File: src/rtl/scan_pkg.sv
// Shared definitions for the LED-matrix scan receiver.
// Provides the matrix geometry, the capture state encoding and small helpers
// for one-hot row strobe decoding and frame bit addressing.
package scan_pkg;

  localparam int ROWS = 8;
  localparam int COLS = 8;

  typedef enum logic [1:0] {
    HUNT    = 2'd0,
    CAPTURE = 2'd1,
    LOST    = 2'd2
  } cap_state_t;

  // True when exactly one bit of the strobe is set.
  function automatic logic is_onehot(input logic [ROWS-1:0] v);
    return (v != '0) && ((v & (v - ROWS'(1))) == '0);
  endfunction

  // Index of the set bit in a one-hot strobe (highest set bit otherwise).
  function automatic logic [2:0] onehot_idx(input logic [ROWS-1:0] v);
    logic [2:0] idx;
    idx = '0;
    for (int i = 0; i < ROWS; i++) begin
      if (v[i]) idx = 3'(i);
    end
    return idx;
  endfunction

  // Bit position of cell (r, c) inside a packed 64-bit frame.
  function automatic int cell_bit(input int r, input int c);
    return COLS * r + c;
  endfunction

endpackage

File: src/rtl/matrix_scan_rx_if.sv
// Scan-line and frame bundle of the matrix scan receiver.
//   row_in, data_inv_in, clr_err : scan pads and error clear (master drives)
//   frame_out .. link_lost       : rebuilt frame and status (slave drives)
interface matrix_scan_rx_if;
  logic [7:0]  row_in;
  logic [7:0]  data_inv_in;
  logic        clr_err;
  logic [63:0] frame_out;
  logic        frame_valid;
  logic [15:0] frame_count;
  logic [2:0]  cur_row;
  logic        locked;
  logic        err_onehot;
  logic        err_seq;
  logic        link_lost;

  modport master (
    output row_in, data_inv_in, clr_err,
    input  frame_out, frame_valid, frame_count, cur_row,
    input  locked, err_onehot, err_seq, link_lost
  );

  modport slave (
    input  row_in, data_inv_in, clr_err,
    output frame_out, frame_valid, frame_count, cur_row,
    output locked, err_onehot, err_seq, link_lost
  );
endinterface

File: src/rtl/scan_stabilizer.sv
// Synchronizes the scan pads and qualifies them with a stability counter.
//   clk, _rst     : clock, synchronous active-high reset
//   row_in        : raw one-hot row strobe
//   data_inv_in   : raw active-low row data
//   srow, sdat    : synchronized row/data captured at the acceptance edge
//   accept        : one-cycle strobe, srow/sdat valid alongside it
module scan_stabilizer #(
  parameter int SYNC_STAGES   = 2,
  parameter int STABLE_CYCLES = 4
) (
  input  logic       clk,
  input  logic       _rst,
  input  logic [7:0] row_in,
  input  logic [7:0] data_inv_in,
  output logic [7:0] srow,
  output logic [7:0] sdat,
  output logic       accept
);

  localparam logic [7:0] STABLE = 8'(STABLE_CYCLES);

  logic [7:0]  row_sync [SYNC_STAGES];
  logic [7:0]  dat_sync [SYNC_STAGES];
  logic [7:0]  row_s;
  logic [7:0]  dat_s;
  logic [15:0] prev_q;
  logic [7:0]  stab_cnt;
  logic [7:0]  cnt_nxt;
  logic        changed;
  logic        fire;

  assign row_s = row_sync[SYNC_STAGES-1];
  assign dat_s = dat_sync[SYNC_STAGES-1];

  // Fire only on the edge the counter arrives at STABLE; a saturated counter
  // on unchanged lines must not re-accept. With STABLE_CYCLES=1 the arrival
  // edge is any change edge.
  always_comb begin
    changed = ({row_s, dat_s} != prev_q);
    if (changed)               cnt_nxt = 8'd1;
    else if (stab_cnt != STABLE) cnt_nxt = stab_cnt + 8'd1;
    else                       cnt_nxt = stab_cnt;
    fire = (cnt_nxt == STABLE) && (changed || (stab_cnt != STABLE));
  end

  always_ff @(posedge clk) begin
    if (_rst) begin
      for (int i = 0; i < SYNC_STAGES; i++) begin
        row_sync[i] <= '0;
        dat_sync[i] <= '0;
      end
      prev_q   <= '0;
      stab_cnt <= '0;
      accept   <= 1'b0;
      srow     <= '0;
      sdat     <= '0;
    end else begin
      row_sync[0] <= row_in;
      dat_sync[0] <= data_inv_in;
      for (int i = 1; i < SYNC_STAGES; i++) begin
        row_sync[i] <= row_sync[i-1];
        dat_sync[i] <= dat_sync[i-1];
      end
      prev_q   <= {row_s, dat_s};
      stab_cnt <= cnt_nxt;
      accept   <= fire;
      // Hold the accepted value so the FSM sees it even if the lines move on.
      if (fire) begin
        srow <= row_s;
        sdat <= dat_s;
      end
    end
  end

endmodule

File: src/rtl/matrix_scan_rx.sv
// Receiving end of the 8x8 LED-matrix scan: rebuilds 64-cell frames from the
// row strobe and active-low row data, publishes them with a one-cycle pulse
// and flags malformed scans.
//   clk, _rst : clock, synchronous active-high reset
//   bus       : scan pads, clr_err, frame_out/valid/count, cur_row, locked,
//               err_onehot, err_seq, link_lost
//
//   state   | meaning
//   HUNT    | waiting for row 0 to start a frame
//   CAPTURE | rows arriving in order, frame being assembled
//   LOST    | no accepted row for TIMEOUT clocks
module matrix_scan_rx
  import scan_pkg::*;
#(
  parameter int SYNC_STAGES   = 2,
  parameter int STABLE_CYCLES = 4,
  parameter int TIMEOUT       = 65535
) (
  input logic              clk,
  input logic              _rst,
  matrix_scan_rx_if.slave  bus
);

  localparam logic [15:0] TO_MAX = 16'(TIMEOUT);

  logic        accept;
  logic [7:0]  srow;
  logic [7:0]  sdat;

  cap_state_t  state_q;
  logic [7:0]  seen_q;
  logic [63:0] buf_q;
  logic [63:0] frame_q;
  logic        valid_q;
  logic [15:0] count_q;
  logic [2:0]  cur_q;
  logic        err_onehot_q;
  logic        err_seq_q;
  logic [15:0] to_cnt;

  logic        row_acc;
  logic        bad_acc;
  logic        lost_hit;
  logic [2:0]  r;
  logic [2:0]  nxt_row;
  logic [63:0] assembled;

  scan_stabilizer #(
    .SYNC_STAGES   (SYNC_STAGES),
    .STABLE_CYCLES (STABLE_CYCLES)
  ) u_stab (
    .clk         (clk),
    ._rst        (_rst),
    .row_in      (bus.row_in),
    .data_inv_in (bus.data_inv_in),
    .srow        (srow),
    .sdat        (sdat),
    .accept      (accept)
  );

  always_comb begin
    row_acc   = accept && is_onehot(srow);
    bad_acc   = accept && (srow != '0) && !is_onehot(srow);
    r         = onehot_idx(srow);
    nxt_row   = cur_q + 3'd1;
    // Only the edge that brings the counter to TIMEOUT moves to LOST.
    lost_hit  = !row_acc && (to_cnt == TO_MAX - 16'd1);
    assembled = buf_q;
    assembled[COLS-1:0] = ~sdat;
  end

  always_ff @(posedge clk) begin
    if (_rst) begin
      state_q      <= HUNT;
      seen_q       <= '0;
      buf_q        <= '0;
      frame_q      <= '0;
      valid_q      <= 1'b0;
      count_q      <= '0;
      cur_q        <= '0;
      err_onehot_q <= 1'b0;
      err_seq_q    <= 1'b0;
      to_cnt       <= '0;
    end else begin
      valid_q <= 1'b0;

      if (row_acc)                to_cnt <= '0;
      else if (to_cnt != TO_MAX)  to_cnt <= to_cnt + 16'd1;

      // Clear first so a coincident error below keeps its flag set.
      if (bus.clr_err) begin
        err_onehot_q <= 1'b0;
        err_seq_q    <= 1'b0;
      end

      if (bad_acc) begin
        err_onehot_q <= 1'b1;
        seen_q       <= '0;
        state_q      <= HUNT;
      end

      if (row_acc) begin
        buf_q[cell_bit(int'(r), 0) +: COLS] <= ~sdat;
        cur_q <= r;
        unique case (state_q)
          CAPTURE: begin
            if (r == nxt_row && r != 3'd0) begin
              seen_q[r] <= 1'b1;
            end else if (r == nxt_row && seen_q == 8'hFF) begin
              frame_q <= assembled;
              valid_q <= 1'b1;
              count_q <= count_q + 16'd1;
              seen_q  <= 8'h01;
            end else begin
              // Out-of-order row; a row 0 restarts capture on the same edge.
              err_seq_q <= 1'b1;
              if (r == 3'd0) begin
                seen_q  <= 8'h01;
                state_q <= CAPTURE;
              end else begin
                seen_q  <= '0;
                state_q <= HUNT;
              end
            end
          end
          default: begin
            // HUNT and LOST both restart on row 0; LOST falls back to HUNT.
            if (r == 3'd0) begin
              seen_q  <= 8'h01;
              state_q <= CAPTURE;
            end else begin
              seen_q  <= '0;
              state_q <= HUNT;
            end
          end
        endcase
      end

      if (lost_hit) begin
        state_q <= LOST;
        seen_q  <= '0;
      end
    end
  end

  assign bus.frame_out   = frame_q;
  assign bus.frame_valid = valid_q;
  assign bus.frame_count = count_q;
  assign bus.cur_row     = cur_q;
  assign bus.locked      = (state_q == CAPTURE);
  assign bus.err_onehot  = err_onehot_q;
  assign bus.err_seq     = err_seq_q;
  assign bus.link_lost   = (state_q == LOST);

endmodule

File: src/flat_wrapper.sv
// flat-port wrapper written by rule: the top's interface ports become plain ports
module matrix_scan_rx_flat import scan_pkg::*;
#(
  parameter int SYNC_STAGES   = 2,
  parameter int STABLE_CYCLES = 4,
  parameter int TIMEOUT       = 65535
)
  (clk, _rst, bus_row_in, bus_data_inv_in, bus_clr_err, bus_frame_out, bus_frame_valid, bus_frame_count, bus_cur_row, bus_locked, bus_err_onehot, bus_err_seq, bus_link_lost);
  matrix_scan_rx_if bus_i ();
  input logic clk;
  input logic _rst;
  input wire logic [$bits(bus_i.row_in)-1:0] bus_row_in;
  input wire logic [$bits(bus_i.data_inv_in)-1:0] bus_data_inv_in;
  input wire logic [$bits(bus_i.clr_err)-1:0] bus_clr_err;
  output wire logic [$bits(bus_i.frame_out)-1:0] bus_frame_out;
  output wire logic [$bits(bus_i.frame_valid)-1:0] bus_frame_valid;
  output wire logic [$bits(bus_i.frame_count)-1:0] bus_frame_count;
  output wire logic [$bits(bus_i.cur_row)-1:0] bus_cur_row;
  output wire logic [$bits(bus_i.locked)-1:0] bus_locked;
  output wire logic [$bits(bus_i.err_onehot)-1:0] bus_err_onehot;
  output wire logic [$bits(bus_i.err_seq)-1:0] bus_err_seq;
  output wire logic [$bits(bus_i.link_lost)-1:0] bus_link_lost;
  assign bus_i.row_in = bus_row_in;
  assign bus_i.data_inv_in = bus_data_inv_in;
  assign bus_i.clr_err = bus_clr_err;
  assign bus_frame_out = bus_i.frame_out;
  assign bus_frame_valid = bus_i.frame_valid;
  assign bus_frame_count = bus_i.frame_count;
  assign bus_cur_row = bus_i.cur_row;
  assign bus_locked = bus_i.locked;
  assign bus_err_onehot = bus_i.err_onehot;
  assign bus_err_seq = bus_i.err_seq;
  assign bus_link_lost = bus_i.link_lost;
  matrix_scan_rx #(.SYNC_STAGES(SYNC_STAGES), .STABLE_CYCLES(STABLE_CYCLES), .TIMEOUT(TIMEOUT)) u_core (.clk(clk), ._rst(_rst), .bus(bus_i));
endmodule
File: config.mk
export PLATFORM = sky130hd
export DESIGN_NAME = matrix_scan_rx_flat
export DESIGN_NICKNAME = d
export VERILOG_FILES = /design/src/rtl/scan_pkg.sv /design/src/rtl/matrix_scan_rx_if.sv /design/src/rtl/scan_stabilizer.sv /design/src/rtl/matrix_scan_rx.sv /design/src/flat_wrapper.sv
export SDC_FILE = /design/constraint.sdc
export NUM_CORES = 1
export LEC_CHECK = 0
export ABC_CLOCK_PERIOD_IN_PS = 6100
export CAP_MARGIN = 15
export CORE_UTILIZATION = 34
export DETAILED_ROUTE_END_ITERATION = 10
export GPL_TIMING_DRIVEN = 0
export PLACE_DENSITY = 0.5
export SLEW_MARGIN = 5
export SYNTH_ARGS = -nofsm -noshare
export SYNTH_HDL_FRONTEND = slang
export SYNTH_SLANG_ARGS = --single-unit
File: constraint.sdc
create_clock -name clk -period 6.1 [get_ports clk]
set_input_delay 0.915 -clock clk [delete_from_list [all_inputs] [get_ports clk]]
set_output_delay 0.915 -clock clk [all_outputs]
set_load 0.01 [all_outputs]
Yosys cells after proc, flatten, opt, wreduce, memory -nomap -nowiden. Memory sizes are Yosys's and may differ from the RTL's. Index checks and enable logic that the tools add are counted.

Flip-flop bits (word level): 217. Memory bits (writable): 32. Input bits: 19. Output and inout port bits: 88. Logic and storage cells: 109. Memories kept: 2.

Memory list: u_core.u_stab.dat_sync (depth 2, width 8, rd ports 2, clocked after Yosys merged registers in 0, wr ports 2, line scan_stabilizer.sv:23) `logic [7:0] dat_sync [SYNC_STAGES];`; u_core.u_stab.row_sync (depth 2, width 8, rd ports 2, clocked after Yosys merged registers in 0, wr ports 2, line scan_stabilizer.sv:22) `logic [7:0] row_sync [SYNC_STAGES];`.

Add/subtract/negate cells: 6. Magnitude comparators: 2. Equal/unequal tests: 9. Shift-type cells: 2. Multiplexer cells: 41. Bitwise gates (word level): 10. Reductions and logical operators: 21.

Operators by type and width (count): 2-to-1 mux 8 bit (12); bitwise mux 64 bit (1); variable shift 8 x 33 -> 64 bit (first input constant) (1); indexed part select 8 x 33 -> 64 bit (1); negator 6 -> 33 bit (1); adder 16 x 1 -> 16 bit (second input constant) (2); equality test 16 bit (second input constant) (1); 2-to-1 mux 2 bit (8); inequality test 16 bit (1); inequality test 16 bit (second input constant) (1); 2-to-1 mux 1 bit (15); 2-to-1 mux 3 bit (4); logical AND 1 bit (9); adder 8 x 1 -> 8 bit (second input constant) (1); bitwise AND 8 bit (1); equality test 8 x 3 -> 1 bit (second input constant) (1); equality test 8 bit (second input constant) (1); zero test 8 bit (1); inequality test 8 x 3 -> 1 bit (second input constant) (1); inverter 8 bit (1); OR 8 bit (1); nonzero test 8 bit (1); subtractor 8 x 1 -> 8 bit (second input constant) (1); < comparator 3 x 4 -> 1 bit (second input constant) (1); other kinds (16) (23).

Longest topological paths before layout. Gate-level depths: netlist of the first run.

Word-level depth: 15. Gate-level depth with buffers: 14. Gate-level depth less buffers: 11.

By module. From an unflattened synthesis of the first run, not the netlist that was laid out.

Cells, all modules: 1005. Area total of the unflattened synthesis: 9257.6 µm².

Modules (own cells, without submodules): matrix_scan_rx (times used 1, cells each 777, area each 6647.6 µm², sequential area each 3363.2 µm²); scan_stabilizer (times used 1, cells each 228, area each 2610.0 µm², sequential area each 1461.4 µm²).

Worst setup path after synthesis of the first run. No wires, ideal clock.

Path kind: reg-to-reg. Start: register u_core.u_stab.srow[6]. End: register u_core.count_q[15], in the netlist u_core.bus.frame_count[15]. Setup time: 0.121 ns. Data arrival time: 2.892 ns. Required time: 5.979 ns. Path slack: 3.086 ns. Cell stages (with the launch flop): 14. Path buffers: 3. Clock period less this slack: 3.014 ns. Cells stage by stage: dfxtp_1 > buf_2 > inv_1 > a21oi_1 > nand2_1 > clkinv_1 > ha_1 > ha_1 > clkbuf_1 > nand3_1 > or3_1 > buf_2 > or4_4 > mux2_4.

Cells in the longest elaborated chain, start to end: 6. Elaborated cells between the ends (all ways): 14. Classes of those cells: add/sub (1); eq/ne (1); mux (2); bitwise (2); reduce/logical (8).

RTL lines: start: declaration (line scan_stabilizer.sv:15) `output logic [7:0] srow,`; start signal: assignment (line scan_stabilizer.sv:69) `srow <= row_s;`; subtractor 8 x 1 -> 8 bit or 2-to-1 mux 3 bit (tied branches) (line scan_pkg.sv:17, scan_pkg.sv:25); bitwise AND 8 bit or 2-to-1 mux 3 bit (tied branches) (line scan_pkg.sv:17, scan_pkg.sv:25); zero test 8 bit (tied with other cells) (line scan_pkg.sv:17) `return (v != '0) && ((v & (v - ROWS'(1))) == '0);`; logical AND 1 bit (on tied branches) (line scan_pkg.sv:17, matrix_scan_rx.sv:107); logical AND 1 bit or inverter 1 bit (tied branches); AND reduction 4 bit (no line) (*); end signal: assignment (line matrix_scan_rx.sv:112) `count_q <= count_q + 16'd1;`; end: declaration (line matrix_scan_rx.sv:35) `logic [15:0] count_q;`.

Mark *: on every way between the ends. The rest lies on a longest branch, timed or not. A chain may end at the register's enable or synchronous reset.

Worst setup path in the final report of the first run.
Start: register u_core.u_stab.srow[6]. End: register u_core.count_q[1], in the netlist u_core.bus.frame_count[1].

The elaborated chain is that of the path after synthesis.

==> results of run 1 <==
[final timing paths]
check        depth (start not counted)  slack, ns                                    start                                       to
min reg2reg                          1       0.43  u_core.u_stab.dat_sync[0][0]$_SDFF_PP0_  u_core.u_stab.dat_sync[0][8]$_SDFF_PP0_
max                                 14       2.45       u_core.u_stab.srow[6]$_SDFFE_PP0P_   u_core.bus.frame_count[1]$_SDFFE_PP0P_
max reg2reg                         14       2.45       u_core.u_stab.srow[6]$_SDFFE_PP0P_   u_core.bus.frame_count[1]$_SDFFE_PP0P_
min                                  1       0.43  u_core.u_stab.dat_sync[0][0]$_SDFF_PP0_  u_core.u_stab.dat_sync[0][8]$_SDFF_PP0_
[stage by stage]
step	area (um2)	setup slack (ns)
floorplan	9480	3.09
global placement	11000	2.45
detailed placement	11000	2.43
CTS	11900	2.47
global route	11900	2.15
finish	11900	2.45
[routing by layer]
| metal | up-vias | track usage | share of wire |
|---|---|---|---|
| li1 | 3894 | - | - |
| met2 | 147 | 0.307 | 0.47 |
| met5 | - | 0 | 0 |
| met4 | 0 | 0.0560 | 0.029 |
| met1 | 3613 | 0.240 | 0.47 |
| met3 | 42 | 0.0241 | 0.035 |
[layout make-up]
cell class	instances	area, um2
fill	2820	15300
multi-input combinational	708	4270
tap	372	465
clock buffer	41	788
timing repair buffer	107	1070
sequential	241	4820
clock inverter	4	47.5
buffer	72	312
inverter	20	75.1
[synthesized netlist by cell type (4+ instances only)]
library cell and number:
xnor2_1 30, mux2_2 8, and3_1 15, clkbuf_1 45
a41oi_1 4, inv_1 17, nor2_1 94, nor2b_1 60
o21ai_0 74, nand2_1 64, nand2b_1 7, buf_2 23
a211oi_1 27, or3_1 7, nor3_1 19, dfxtp_1 241
a21oi_1 79, ha_1 8, nand3_1 83, xor2_1 10
nand4_1 18, mux2i_1 48
[critical path, delay by kind of cell, from the launching register on]
kind | cells | cell delay (ns)
buffers and inverters | 6 | 1.43
AO/OA/AOI/OAI | 4 | 1.17
flip-flops | 1 | 0.30
adder cells (fa/ha/maj) | 2 | 0.32
AND/OR/NAND/NOR | 2 | 0.29
[power breakdown]
part	switching, mW	total, mW	internal, mW
Clock	0.620	1.54	0.920
Combinational	0.0467	0.0781	0.0314
Sequential	0.00899	1.60	1.59
[cells by family after synthesis]
group,count (synthesis)
adders and majority gates,9
xor gates and xnor gates,41
buffers and inverters,92
and+or+nand+nor,392
DFF,241
muxes,57
AOI/OAI and AO/OA,209
[sequential cells by signal (all words and copies together) (netlist names)]
| signal | count |
|---|---|
| u_core.buf_q | 56 |
| u_core.bus.cur_row | 3 |
| u_core.bus.err_onehot | 1 |
| u_core.bus.err_seq | 1 |
| u_core.bus.frame_count | 16 |
| u_core.bus.frame_out | 64 |
| u_core.bus.frame_valid | 1 |
| u_core.seen_q | 8 |
| u_core.state_q | 2 |
| u_core.to_cnt | 16 |
| u_core.u_stab.accept | 1 |
| u_core.u_stab.dat_sync | 16 |
| u_core.u_stab.prev_q | 16 |
| u_core.u_stab.row_sync | 16 |
| u_core.u_stab.sdat | 8 |
| u_core.u_stab.srow | 8 |
| u_core.u_stab.stab_cnt | 8 |
==> impl_metrics.prom, run 1 <==
# TYPE chip_impl_metric gauge
chip_impl_metric{name="pwr_density_cell",unit="nW/um2"} 271
chip_impl_metric{name="synth.lib_cells_used.distinct",unit=""} 61
chip_impl_metric{name="grt_start_max_net_pins",unit=""} 13
chip_impl_metric{name="clockBufferDepth",unit=""} 3
chip_impl_info{name="cts_root_cell",value="clkbuf_16"} 1
chip_impl_metric{name="yosys.area.top_type_share",unit=""} 0.509
chip_impl_info{name="cell_types_occupying_the_most_area_after_synthesis",value="dfxtp_1, mux2i_1, nand3_1"} 1
chip_impl_info{name="layout_commonest_cell",value="dfxtp_1"} 1
chip_impl_metric{name="area_growth_syn_to_layout",unit="%"} 25.0
chip_impl_metric{name="synth-edff-count",unit=""} 0
chip_impl_metric{name="max_slew.worst_pin.slew",unit="ns"} 0.903
chip_impl_metric{name="antennaDiodeCount",unit=""} 0
chip_impl_metric{name="num_io_pins",unit=""} 107
chip_impl_metric{name="initial_core_utilization",unit=""} 0.349
chip_impl_metric{name="detailroute.via_count",unit=""} 7696
chip_impl_metric{name="hold_viol_final",unit=""} 0
chip_impl_metric{name="dieArea",unit="um2"} 28600
chip_impl_metric{name="cts_resized",unit=""} 0
chip_impl_info{name="dominant_combinational_cell_family_by_area_after_synthesis",value="simple AND/OR/NAND/NOR gates"} 1
chip_impl_metric{name="netlist_area_before_placement",unit="um2"} 9480
chip_impl_info{name="cp_cell_sequence",value="buf_2 > inv_1 > a21oi_1 > nand2_1 > clkinv_1 > ha_1 > ha_1 > clkbuf_1 > nand2_1 > a2111o_1 > clkbuf_2 > clkbuf_1 > o21ai_0 > a21oi_1"} 1
chip_impl_metric{name="final_cell_count_no_fill",unit=""} 1565
chip_impl_metric{name="chip_width",unit="um"} 169
chip_impl_metric{name="hpwl_after_detailed_placement",unit="um"} 18500
chip_impl_metric{name="place_inst",unit=""} 1520
chip_impl_metric{name="synthCells",unit=""} 1041
chip_impl_metric{name="finalNetCount",unit=""} 1203
chip_impl_metric{name="clkSlewWorstSetupHoldPaths",unit="ns"} 0.06
chip_impl_metric{name="mux_cell_area_share_after_synthesis",unit=""} 0.0618
chip_impl_metric{name="routed_wirelength",unit="um"} 25700
chip_impl_metric{name="max-slew-margin-rel",unit=""} 0.393
chip_impl_metric{name="ys_async_sr_fraction",unit=""} 0
chip_impl_metric{name="synth_seq_area_share",unit=""} 0.509
chip_impl_metric{name="globalRoute.totalOverflow",unit=""} 0
chip_impl_metric{name="number_of_hold_repair_buffers_added_at_the_cts_stage",unit=""} 0
chip_impl_metric{name="die-height",unit="um"} 169
chip_impl_metric{name="fin_crit_sh",unit=""} 0.599
chip_impl_metric{name="routabilityCongestion",unit=""} 0.833
chip_impl_metric{name="cp.arrival",unit="ns"} 4.04
chip_impl_info{name="setup.worst_path.class",value="flip-flop to flip-flop"} 1
chip_impl_metric{name="wire_length_of_the_first_global_routing_pass",unit="um"} 40700
chip_impl_metric{name="route.detailed.drc",unit=""} 0
chip_impl_metric{name="post-cts-setup-buffer-count",unit=""} 0
chip_impl_metric{name="p_total",unit="mW"} 3.22
chip_impl_metric{name="track_usage",unit=""} 0.181
chip_impl_metric{name="timing.max_cap.violations",unit=""} 0
chip_impl_info{name="end_kind",value="flip-flop"} 1
chip_impl_info{name="rsz0062_at_grt",value="no"} 1
chip_impl_metric{name="timing_max_transition_violations_final",unit=""} 0
chip_impl_info{name="synth_ff_type",value="dfxtp_1"} 1
chip_impl_metric{name="final_layout_size_suffix_gt1_frac",unit=""} 0.0738
chip_impl_metric{name="timing.final.setup_violations",unit=""} 0
chip_impl_metric{name="worst_hold_slack",unit="ns"} 0.432
chip_impl_metric{name="mappedNetlistNets",unit=""} 1068
chip_impl_metric{name="drt_pre_antenna_iters",unit=""} 6
chip_impl_metric{name="fin_setup_tns",unit="ns"} 0
chip_impl_info{name="worst_setup_path_start_kind",value="flip-flop"} 1
chip_impl_metric{name="utilization",unit=""} 0.436
chip_impl_metric{name="critical_path_required",unit="ns"} 6.49
chip_impl_metric{name="antenna_found_initial",unit=""} 0
chip_impl_metric{name="num_rows",unit=""} 60
chip_impl_metric{name="post_synth.cell_area_avg",unit="um2"} 9.11
chip_impl_metric{name="postSynthRegisterBits",unit=""} 241
chip_impl_metric{name="drt-wirelength-per-cell",unit="um"} 16.5
chip_impl_metric{name="ys_warn_count",unit=""} 0
chip_impl_metric{name="timing.clock.skew",unit="ns"} 0.0189
chip_impl_metric{name="post_synth_fa_ha_maj_area_fraction",unit=""} 0.0116
chip_impl_metric{name="critical_path_peak_fanout",unit=""} 10
chip_impl_info{name="worst_path_cell_with_the_longest_stage_delay",value="a2111o_1"} 1
chip_impl_metric{name="insertion_delay",unit="ns"} 0.54
chip_impl_metric{name="first_iter_violations",unit=""} 424
chip_impl_metric{name="drt-vias-per-instance",unit=""} 4.92
chip_impl_metric{name="cellLeakagePower",unit="nW"} 4.08
chip_impl_metric{name="drt.antenna.violating_nets",unit=""} 0
chip_impl_metric{name="achievable-frequency",unit="GHz"} 0.274
chip_impl_info{name="hold_path_class",value="flip-flop to flip-flop"} 1
chip_impl_metric{name="post_synth_xor_xnor_area",unit=""} 0.0387
chip_impl_info{name="status",value="complete, no violations"} 1
chip_impl_metric{name="power.ir.vdd_worst",unit="mV"} 0.163
chip_impl_metric{name="design.core.area",unit="um2"} 27200
chip_impl_metric{name="synth_simple_gate_area_share",unit=""} 0.211
chip_impl_metric{name="cts_inserted_buffers",unit=""} 26
chip_impl_info{name="synth.largest_area_cell",value="dfxtp_1"} 1
chip_impl_metric{name="critical_path.max_stage_delay",unit="ns"} 0.57
chip_impl_metric{name="ctsHtreeMaxLevel",unit=""} 1
chip_impl_info{name="mostFrequentLayoutCells",value="dfxtp_1, clkdlybuf4s50_1, nor2_1, nand3_1, a21oi_1"} 1
chip_impl_metric{name="place.port_buffers",unit=""} 106
chip_impl_metric{name="synth-compound-area-share",unit=""} 0.128
chip_impl_info{name="clock_tree_from_tritoncts",value="built"} 1
chip_impl_metric{name="finalCriticalPeriod",unit="ns"} 3.65
chip_impl_metric{name="cts.sink_count",unit=""} 241
chip_impl_metric{name="first_global_vias",unit=""} 7283
No activity file was read; power rests on OpenSTA's default activity.
==> run 2, diff against run 1 <==
--- a/config.mk
+++ b/config.mk
@@ -5,12 +5,12 @@
 export SDC_FILE = /design/constraint.sdc
 export NUM_CORES = 1
 export LEC_CHECK = 0
-export ABC_CLOCK_PERIOD_IN_PS = 6100
+export ABC_CLOCK_PERIOD_IN_PS = 3200
 export CAP_MARGIN = 15
 export CORE_UTILIZATION = 34
 export DETAILED_ROUTE_END_ITERATION = 10
 export GPL_TIMING_DRIVEN = 0
-export PLACE_DENSITY = 0.5
+export PLACE_DENSITY = 0.52
 export SLEW_MARGIN = 5
 export SYNTH_ARGS = -nofsm -noshare
 export SYNTH_HDL_FRONTEND = slang
==> constraint.sdc (replaced) <==
create_clock -name clk -period 3.2 [get_ports clk]
set_input_delay 0.48 -clock clk [delete_from_list [all_inputs] [get_ports clk]]
set_output_delay 0.48 -clock clk [all_outputs]
set_load 0.01 [all_outputs]
==> impl_metrics.prom, run 2 (synthesis results as in run 1) <==
# TYPE chip_impl_metric gauge
chip_impl_info{name="status",value="complete, no violations"} 1
chip_impl_metric{name="final_layout_size_suffix_gt1_frac",unit=""} 0.0863
chip_impl_metric{name="critical_path_required",unit="ns"} 3.62
chip_impl_info{name="critPathLaunch",value="u_core.u_stab.srow[6]$_SDFFE_PP0P_"} 1
chip_impl_metric{name="hold_viol_final",unit=""} 0
chip_impl_metric{name="clockBufferDepth",unit=""} 3
chip_impl_info{name="path_common_cell",value="buf_2"} 1
chip_impl_metric{name="globalRoute.totalOverflow",unit=""} 0
chip_impl_metric{name="drt-wirelength-per-cell",unit="um"} 16.4
chip_impl_metric{name="wire_length_of_the_first_global_routing_pass",unit="um"} 40400
chip_impl_info{name="worst_setup_path_start_kind",value="flip-flop"} 1
chip_impl_info{name="hold_path_class",value="flip-flop to flip-flop"} 1
chip_impl_metric{name="seq_area",unit="um2"} 4820
chip_impl_metric{name="clkSlewWorstSetupHoldPaths",unit="ns"} 0.06
chip_impl_metric{name="num_rows",unit=""} 60
chip_impl_metric{name="initial_core_utilization",unit=""} 0.349
chip_impl_metric{name="first_global_vias",unit=""} 7195
chip_impl_metric{name="finalNetCount",unit=""} 1205
chip_impl_metric{name="grt_start_max_net_pins",unit=""} 13
chip_impl_metric{name="place_worst_setup_slack",unit="ns"} -0.415
chip_impl_metric{name="place_inst",unit=""} 1519
chip_impl_metric{name="reg2reg_slack",unit="ns"} 0.16
chip_impl_metric{name="design.core.area",unit="um2"} 27200
chip_impl_metric{name="largest_register_ff_count",unit=""} 64
chip_impl_metric{name="first_iter_violations",unit=""} 380
chip_impl_metric{name="place_area",unit="um2"} 11000
chip_impl_metric{name="worst_hold_slack",unit="ns"} 0.431
chip_impl_metric{name="min_delay_path_depth",unit=""} 1
chip_impl_metric{name="critical_path_peak_fanout",unit=""} 9
chip_impl_metric{name="cellLeakagePower",unit="nW"} 4.14
chip_impl_metric{name="ctsHtreeMaxLevel",unit=""} 1
chip_impl_metric{name="timing.max_cap.violations",unit=""} 0
chip_impl_info{name="cp_cell_sequence",value="buf_2 > inv_1 > a21oi_2 > nand2_2 > inv_4 > ha_1 > ha_4 > nand3_1 > or3_1 > buf_2 > or4_4 > mux2_4"} 1
chip_impl_metric{name="critical_path.max_stage_delay",unit="ns"} 0.53
chip_impl_metric{name="p_total",unit="mW"} 6.43
chip_impl_metric{name="finalCriticalPeriod",unit="ns"} 3.04
chip_impl_info{name="layout_commonest_cell",value="dfxtp_1"} 1
chip_impl_metric{name="reg2regPathDepth",unit=""} 12
chip_impl_metric{name="cts_inserted_buffers",unit=""} 27
chip_impl_metric{name="fin_setup_tns",unit="ns"} 0
chip_impl_metric{name="antenna_found_initial",unit=""} 1
chip_impl_info{name="worst_path_cell_with_the_longest_stage_delay",value="or4_4"} 1
chip_impl_metric{name="number_of_hold_repair_buffers_added_at_the_cts_stage",unit=""} 0
chip_impl_info{name="mostFrequentLayoutCells",value="dfxtp_1, clkdlybuf4s50_1, nor2_1, nand3_1, a21oi_1"} 1
chip_impl_metric{name="track_usage",unit=""} 0.179
chip_impl_metric{name="route.detailed.drc",unit=""} 0
chip_impl_metric{name="die-height",unit="um"} 169
chip_impl_metric{name="drt-vias-per-instance",unit=""} 4.91
chip_impl_info{name="clock_tree_from_tritoncts",value="built"} 1
chip_impl_metric{name="design_area",unit="um2"} 12000
chip_impl_metric{name="achievable-frequency",unit="GHz"} 0.329
chip_impl_metric{name="timing_max_transition_violations_final",unit=""} 0
chip_impl_metric{name="pwr_density_cell",unit="nW/um2"} 536
chip_impl_metric{name="place.port_buffers",unit=""} 106
chip_impl_metric{name="dieArea",unit="um2"} 28600
chip_impl_metric{name="final_cell_count_no_fill",unit=""} 1566
chip_impl_metric{name="chip_width",unit="um"} 169
chip_impl_metric{name="multiInputGateArea",unit="um2"} 4320
chip_impl_metric{name="num_io_pins",unit=""} 107
chip_impl_info{name="crit-reg2reg-launch",value="u_core.u_stab.srow[6]$_SDFFE_PP0P_"} 1
chip_impl_metric{name="layout_fillers",unit=""} 2757
chip_impl_metric{name="antennaDiodeCount",unit=""} 0
chip_impl_info{name="hold_path_startpoint",value="u_core.u_stab.dat_sync[0][2]$_SDFF_PP0_"} 1
chip_impl_metric{name="routabilityCongestion",unit=""} 0.813
chip_impl_metric{name="hpwl_after_detailed_placement",unit="um"} 18400
chip_impl_metric{name="routed_wirelength",unit="um"} 25600
chip_impl_metric{name="max_slew.worst_pin.slew",unit="ns"} 0.917
chip_impl_info{name="cts_root_cell",value="clkbuf_16"} 1
chip_impl_metric{name="power.ir.vdd_worst",unit="mV"} 0.293
chip_impl_metric{name="drt.antenna.violating_nets",unit=""} 0
chip_impl_metric{name="fin_crit_sh",unit=""} 0.950
chip_impl_metric{name="timing.final.setup_violations",unit=""} 0
chip_impl_metric{name="insertion_delay",unit="ns"} 0.53
chip_impl_info{name="setup.worst_path.class",value="flip-flop to flip-flop"} 1
chip_impl_metric{name="area_growth_syn_to_layout",unit="%"} 26.5
chip_impl_metric{name="cp.arrival",unit="ns"} 3.46
chip_impl_metric{name="max-slew-margin-rel",unit=""} 0.384
chip_impl_info{name="end_kind",value="flip-flop"} 1
chip_impl_metric{name="drt_pre_antenna_iters",unit=""} 5
chip_impl_metric{name="timing.clock.skew",unit="ns"} 0.0173
chip_impl_metric{name="utilization",unit=""} 0.441
chip_impl_metric{name="detailroute.via_count",unit=""} 7685
chip_impl_metric{name="cts.sink_count",unit=""} 241
chip_impl_metric{name="postLayoutSetupSlackWorst",unit="ns"} 0.159
run 2: worst max-delay path: cells and delay by family, from the launching register on:
kind            cells  cell delay, ns
compound gates      1            0.22
fa+ha+maj           2            0.41
buf+inv             4            0.58
flops               1            0.30
mux                 1            0.30
simple gates        4            1.12
run 2: routing by layer:
metal	vias up	global-route usage	part of all wire
li1	3896	-	-
met1	3599	0.245	0.47
met2	157	0.297	0.46
met3	33	0.0227	0.044
met4	0	0.0462	0.022
met5	-	0	0
run 2: layout make-up:
cell class	count	area share
Sequential cell	241	0.402
Clock inverter	10	0.0146
Tap cell	372	0.0388
Timing Repair Buffer	109	0.0903
Multi-Input combinational cell	708	0.360
Inverter	20	0.00647
Clock buffer	35	0.0622
Buffer	71	0.0258
run 2: report_power, final:
part           switching [mW]  total (mW)  leakage, nW  internal (mW)
Sequential             0.0187        3.05         1.95           3.03
Clock                    1.21        3.24        0.456           2.02
Combinational          0.0882       0.148         1.74         0.0600
Total                    1.32        6.43         4.14           5.11
run 2: what timing repair did:
action                                  CTS  global route
gates cloned                              0             0
endpoints found under the hold margin     0             0
buffers inserted                          0             3
endpoints found under the setup margin  109            88
pin swaps                                 0             1
gates resized for setup                   7             6
run 2: path summary, 6_finish.rpt:
check	end
max	u_core.bus.frame_count[15]$_SDFFE_PP0P_
min	u_core.u_stab.dat_sync[0][10]$_SDFF_PP0_
max reg2reg	u_core.bus.frame_count[15]$_SDFFE_PP0P_
min reg2reg	u_core.u_stab.dat_sync[0][10]$_SDFF_PP0_
==> run 3, diff against run 2 <==
--- a/config.mk
+++ b/config.mk
@@ -5,7 +5,7 @@
 export SDC_FILE = /design/constraint.sdc
 export NUM_CORES = 1
 export LEC_CHECK = 0
-export ABC_CLOCK_PERIOD_IN_PS = 3200
+export ABC_CLOCK_PERIOD_IN_PS = 2500
 export CAP_MARGIN = 15
 export CORE_UTILIZATION = 34
 export DETAILED_ROUTE_END_ITERATION = 10
==> constraint.sdc (replaced) <==
create_clock -name clk -period 2.5 [get_ports clk]
set_input_delay 0.375 -clock clk [delete_from_list [all_inputs] [get_ports clk]]
set_output_delay 0.375 -clock clk [all_outputs]
set_load 0.01 [all_outputs]
==> impl_metrics.prom, run 3 (synthesis results as in run 1) <==
# TYPE chip_impl_metric gauge
chip_impl_metric{name="worst_hold_slack",unit="ns"} 0.394
chip_impl_info{name="reg2reg_to",value="u_core.bus.frame_count[2]$_SDFFE_PP0P_"} 1
chip_impl_metric{name="dieArea",unit="um2"} 28600
chip_impl_metric{name="timing.clock.skew",unit="ns"} 0.0187
chip_impl_metric{name="cts.sink_count",unit=""} 241
chip_impl_metric{name="design.core.area",unit="um2"} 27200
chip_impl_metric{name="critical_path_required",unit="ns"} 2.96
chip_impl_info{name="worst_setup_path_start_kind",value="flip-flop"} 1
chip_impl_info{name="setup.worst_path.class",value="flip-flop to flip-flop"} 1
chip_impl_metric{name="drt-wirelength-per-cell",unit="um"} 16.6
chip_impl_info{name="crit-reg2reg-launch",value="u_core.u_stab.srow[7]$_SDFFE_PP0P_"} 1
chip_impl_info{name="hold_path_class",value="input port to flip-flop"} 1
chip_impl_metric{name="grt_start_max_net_pins",unit=""} 14
chip_impl_metric{name="route.detailed.drc",unit=""} 0
chip_impl_info{name="clock_tree_from_tritoncts",value="built"} 1
chip_impl_metric{name="initial_core_utilization",unit=""} 0.349
chip_impl_metric{name="routed_wirelength",unit="um"} 26500
chip_impl_info{name="end_kind",value="flip-flop"} 1
chip_impl_metric{name="cp.arrival",unit="ns"} 3.08
chip_impl_metric{name="cts_inserted_buffers",unit=""} 27
chip_impl_metric{name="wire_length_of_the_first_global_routing_pass",unit="um"} 41600
chip_impl_metric{name="reg2reg_slack",unit="ns"} -0.12
chip_impl_metric{name="timing_max_transition_violations_final",unit=""} 0
chip_impl_metric{name="chip_width",unit="um"} 169
chip_impl_metric{name="seq_area",unit="um2"} 4850
chip_impl_metric{name="largest_register_ff_count",unit=""} 64
chip_impl_metric{name="ctsHtreeMaxLevel",unit=""} 1
chip_impl_metric{name="fin_setup_tns",unit="ns"} -1.42
chip_impl_metric{name="drt_pre_antenna_iters",unit=""} 4
chip_impl_metric{name="place_area",unit="um2"} 11100
chip_impl_metric{name="critical_path_peak_fanout",unit=""} 5
chip_impl_metric{name="die-height",unit="um"} 169
chip_impl_metric{name="timing.max_cap.violations",unit=""} 0
chip_impl_metric{name="clkSlewWorstSetupHoldPaths",unit="ns"} 0.06
chip_impl_metric{name="achievable-frequency",unit="GHz"} 0.382
chip_impl_metric{name="final_layout_size_suffix_gt1_frac",unit=""} 0.181
chip_impl_metric{name="place.port_buffers",unit=""} 106
chip_impl_metric{name="globalRoute.totalOverflow",unit=""} 0
chip_impl_metric{name="first_iter_violations",unit=""} 415
chip_impl_info{name="violated_checks",value="negative setup slack"} 1
chip_impl_metric{name="fin_crit_sh",unit=""} 1.05
chip_impl_metric{name="track_usage",unit=""} 0.183
chip_impl_metric{name="layout_fillers",unit=""} 2599
chip_impl_metric{name="max-slew-margin-rel",unit=""} 0.445
chip_impl_metric{name="routabilityCongestion",unit=""} 0.801
chip_impl_metric{name="multiInputGateArea",unit="um2"} 4760
chip_impl_metric{name="design_area",unit="um2"} 12800
chip_impl_metric{name="reg2regPathDepth",unit=""} 7
chip_impl_metric{name="first_global_vias",unit=""} 7570
chip_impl_metric{name="hpwl_after_detailed_placement",unit="um"} 18500
chip_impl_metric{name="min_delay_path_depth",unit=""} 2
chip_impl_info{name="status",value="finished with violations"} 1
chip_impl_metric{name="finalCriticalPeriod",unit="ns"} 2.62
chip_impl_metric{name="insertion_delay",unit="ns"} 0.54
chip_impl_info{name="cts_root_cell",value="clkbuf_16"} 1
chip_impl_metric{name="area_growth_syn_to_layout",unit="%"} 35.1
chip_impl_info{name="rsz0062_at_grt",value="yes"} 1
chip_impl_metric{name="timing.final.setup_violations",unit=""} 42
chip_impl_metric{name="detailroute.via_count",unit=""} 7791
chip_impl_metric{name="pwr_density_cell",unit="nW/um2"} 626
chip_impl_metric{name="postLayoutSetupSlackWorst",unit="ns"} -0.116
chip_impl_metric{name="antenna_found_initial",unit=""} 1
chip_impl_metric{name="drt.antenna.violating_nets",unit=""} 0
chip_impl_metric{name="clockBufferDepth",unit=""} 3
chip_impl_metric{name="drt-vias-per-instance",unit=""} 4.88
chip_impl_info{name="mostFrequentLayoutCells",value="dfxtp_1, clkdlybuf4s50_1, nor2_1, nand3_1, a21oi_1"} 1
chip_impl_metric{name="utilization",unit=""} 0.471
chip_impl_metric{name="max_slew.worst_pin.slew",unit="ns"} 0.833
chip_impl_metric{name="finalNetCount",unit=""} 1230
chip_impl_metric{name="num_rows",unit=""} 60
chip_impl_metric{name="antennaDiodeCount",unit=""} 0
chip_impl_metric{name="power.ir.vdd_worst",unit="mV"} 0.371
chip_impl_info{name="min_delay_worst_endpoint",value="u_core.u_stab.dat_sync[0][2]$_SDFF_PP0_"} 1
chip_impl_info{name="hold_path_startpoint",value="bus_data_inv_in[2]"} 1
chip_impl_metric{name="num_io_pins",unit=""} 107
chip_impl_metric{name="cellLeakagePower",unit="nW"} 4.47
chip_impl_info{name="layout_commonest_cell",value="dfxtp_1"} 1
chip_impl_metric{name="hold_viol_final",unit=""} 0
chip_impl_metric{name="p_total",unit="mW"} 8.02
## run 3: cell types whose count changed in the layout (fill, tap and decap cells not counted), moves of 6 or more
cell	change
buf_4	+27
dfxtp_1	-7
o21ai_2	+34
buf_6	+7
clkbuf_2	+9
buf_2	-10
o21ai_1	+27
o21ai_0	-62
dfxtp_4	+6
clkbuf_1	-16
## run 3: timing repair
item,4_1_cts,5_1_grt
setup buffers,16,15
setup endpoints to repair,171,156
hold buffers,0,0
pin swaps,11,11
endpoints found under the hold margin,0,0
gates cloned,1,1
resized for setup,88,142
## run 3: worst max-delay path by stage
stage / from / to / slack, ns
after floorplan: u_core.u_stab.srow[6]$_SDFFE_PP0P_ / u_core.bus.frame_count[15]$_SDFFE_PP0P_ / -0.12
after global placement: _rst / u_core.u_stab.stab_cnt[0]$_SDFF_PP0_ / -0.71
after detailed placement: _rst / u_core.u_stab.stab_cnt[0]$_SDFF_PP0_ / -0.72
after CTS: u_core.u_stab.srow[4]$_SDFFE_PP0P_ / u_core.bus.frame_count[2]$_SDFFE_PP0P_ / -0.12
after global routing: u_core.u_stab.srow[7]$_SDFFE_PP0P_ / u_core.bus.frame_count[2]$_SDFFE_PP0P_ / -0.16
final: u_core.u_stab.srow[7]$_SDFFE_PP0P_ / u_core.bus.frame_count[2]$_SDFFE_PP0P_ / -0.12
## run 3: cell type report
class,count,area share
buffer,66,0.0329
clock buffer,40,0.0604
clock inverter,9,0.00820
inverter,20,0.00645
multi-input combinational,708,0.372
sequential,241,0.378
tap,372,0.0363
timing repair buffer,139,0.105
## run 3: critical path, stage by stage, from the launching register on
cell	delay, ns
dfxtp_4	0.36
or4_4	0.58
xnor2_2	0.24
nand2b_1	0.18
a2111o_2	0.41
buf_6	0.15
or4_1	0.50
a21oi_1	0.13
## run 3: where the power goes
group	internal [mW]	switching, mW
logic	0.0798	0.125
clock network	2.34	1.57
registers	3.87	0.0235
total	6.30	1.72
## run 3: metrics by stage
step / setup slack (ns) / std cells
finish: -0.116 / 1595
global route: -0.160 / 1595
CTS: -0.116 / 1581
detailed placement: -0.717 / 1519
global placement: -0.707 / 1519
floorplan: -0.123 / 1041
## run 3: layer usage
metal / global-route usage / wire length [um]
met5: 0 / 0
met4: 0.0505 / 646
met1: 0.253 / 12500
met2: 0.294 / 11900
met3: 0.0330 / 1340
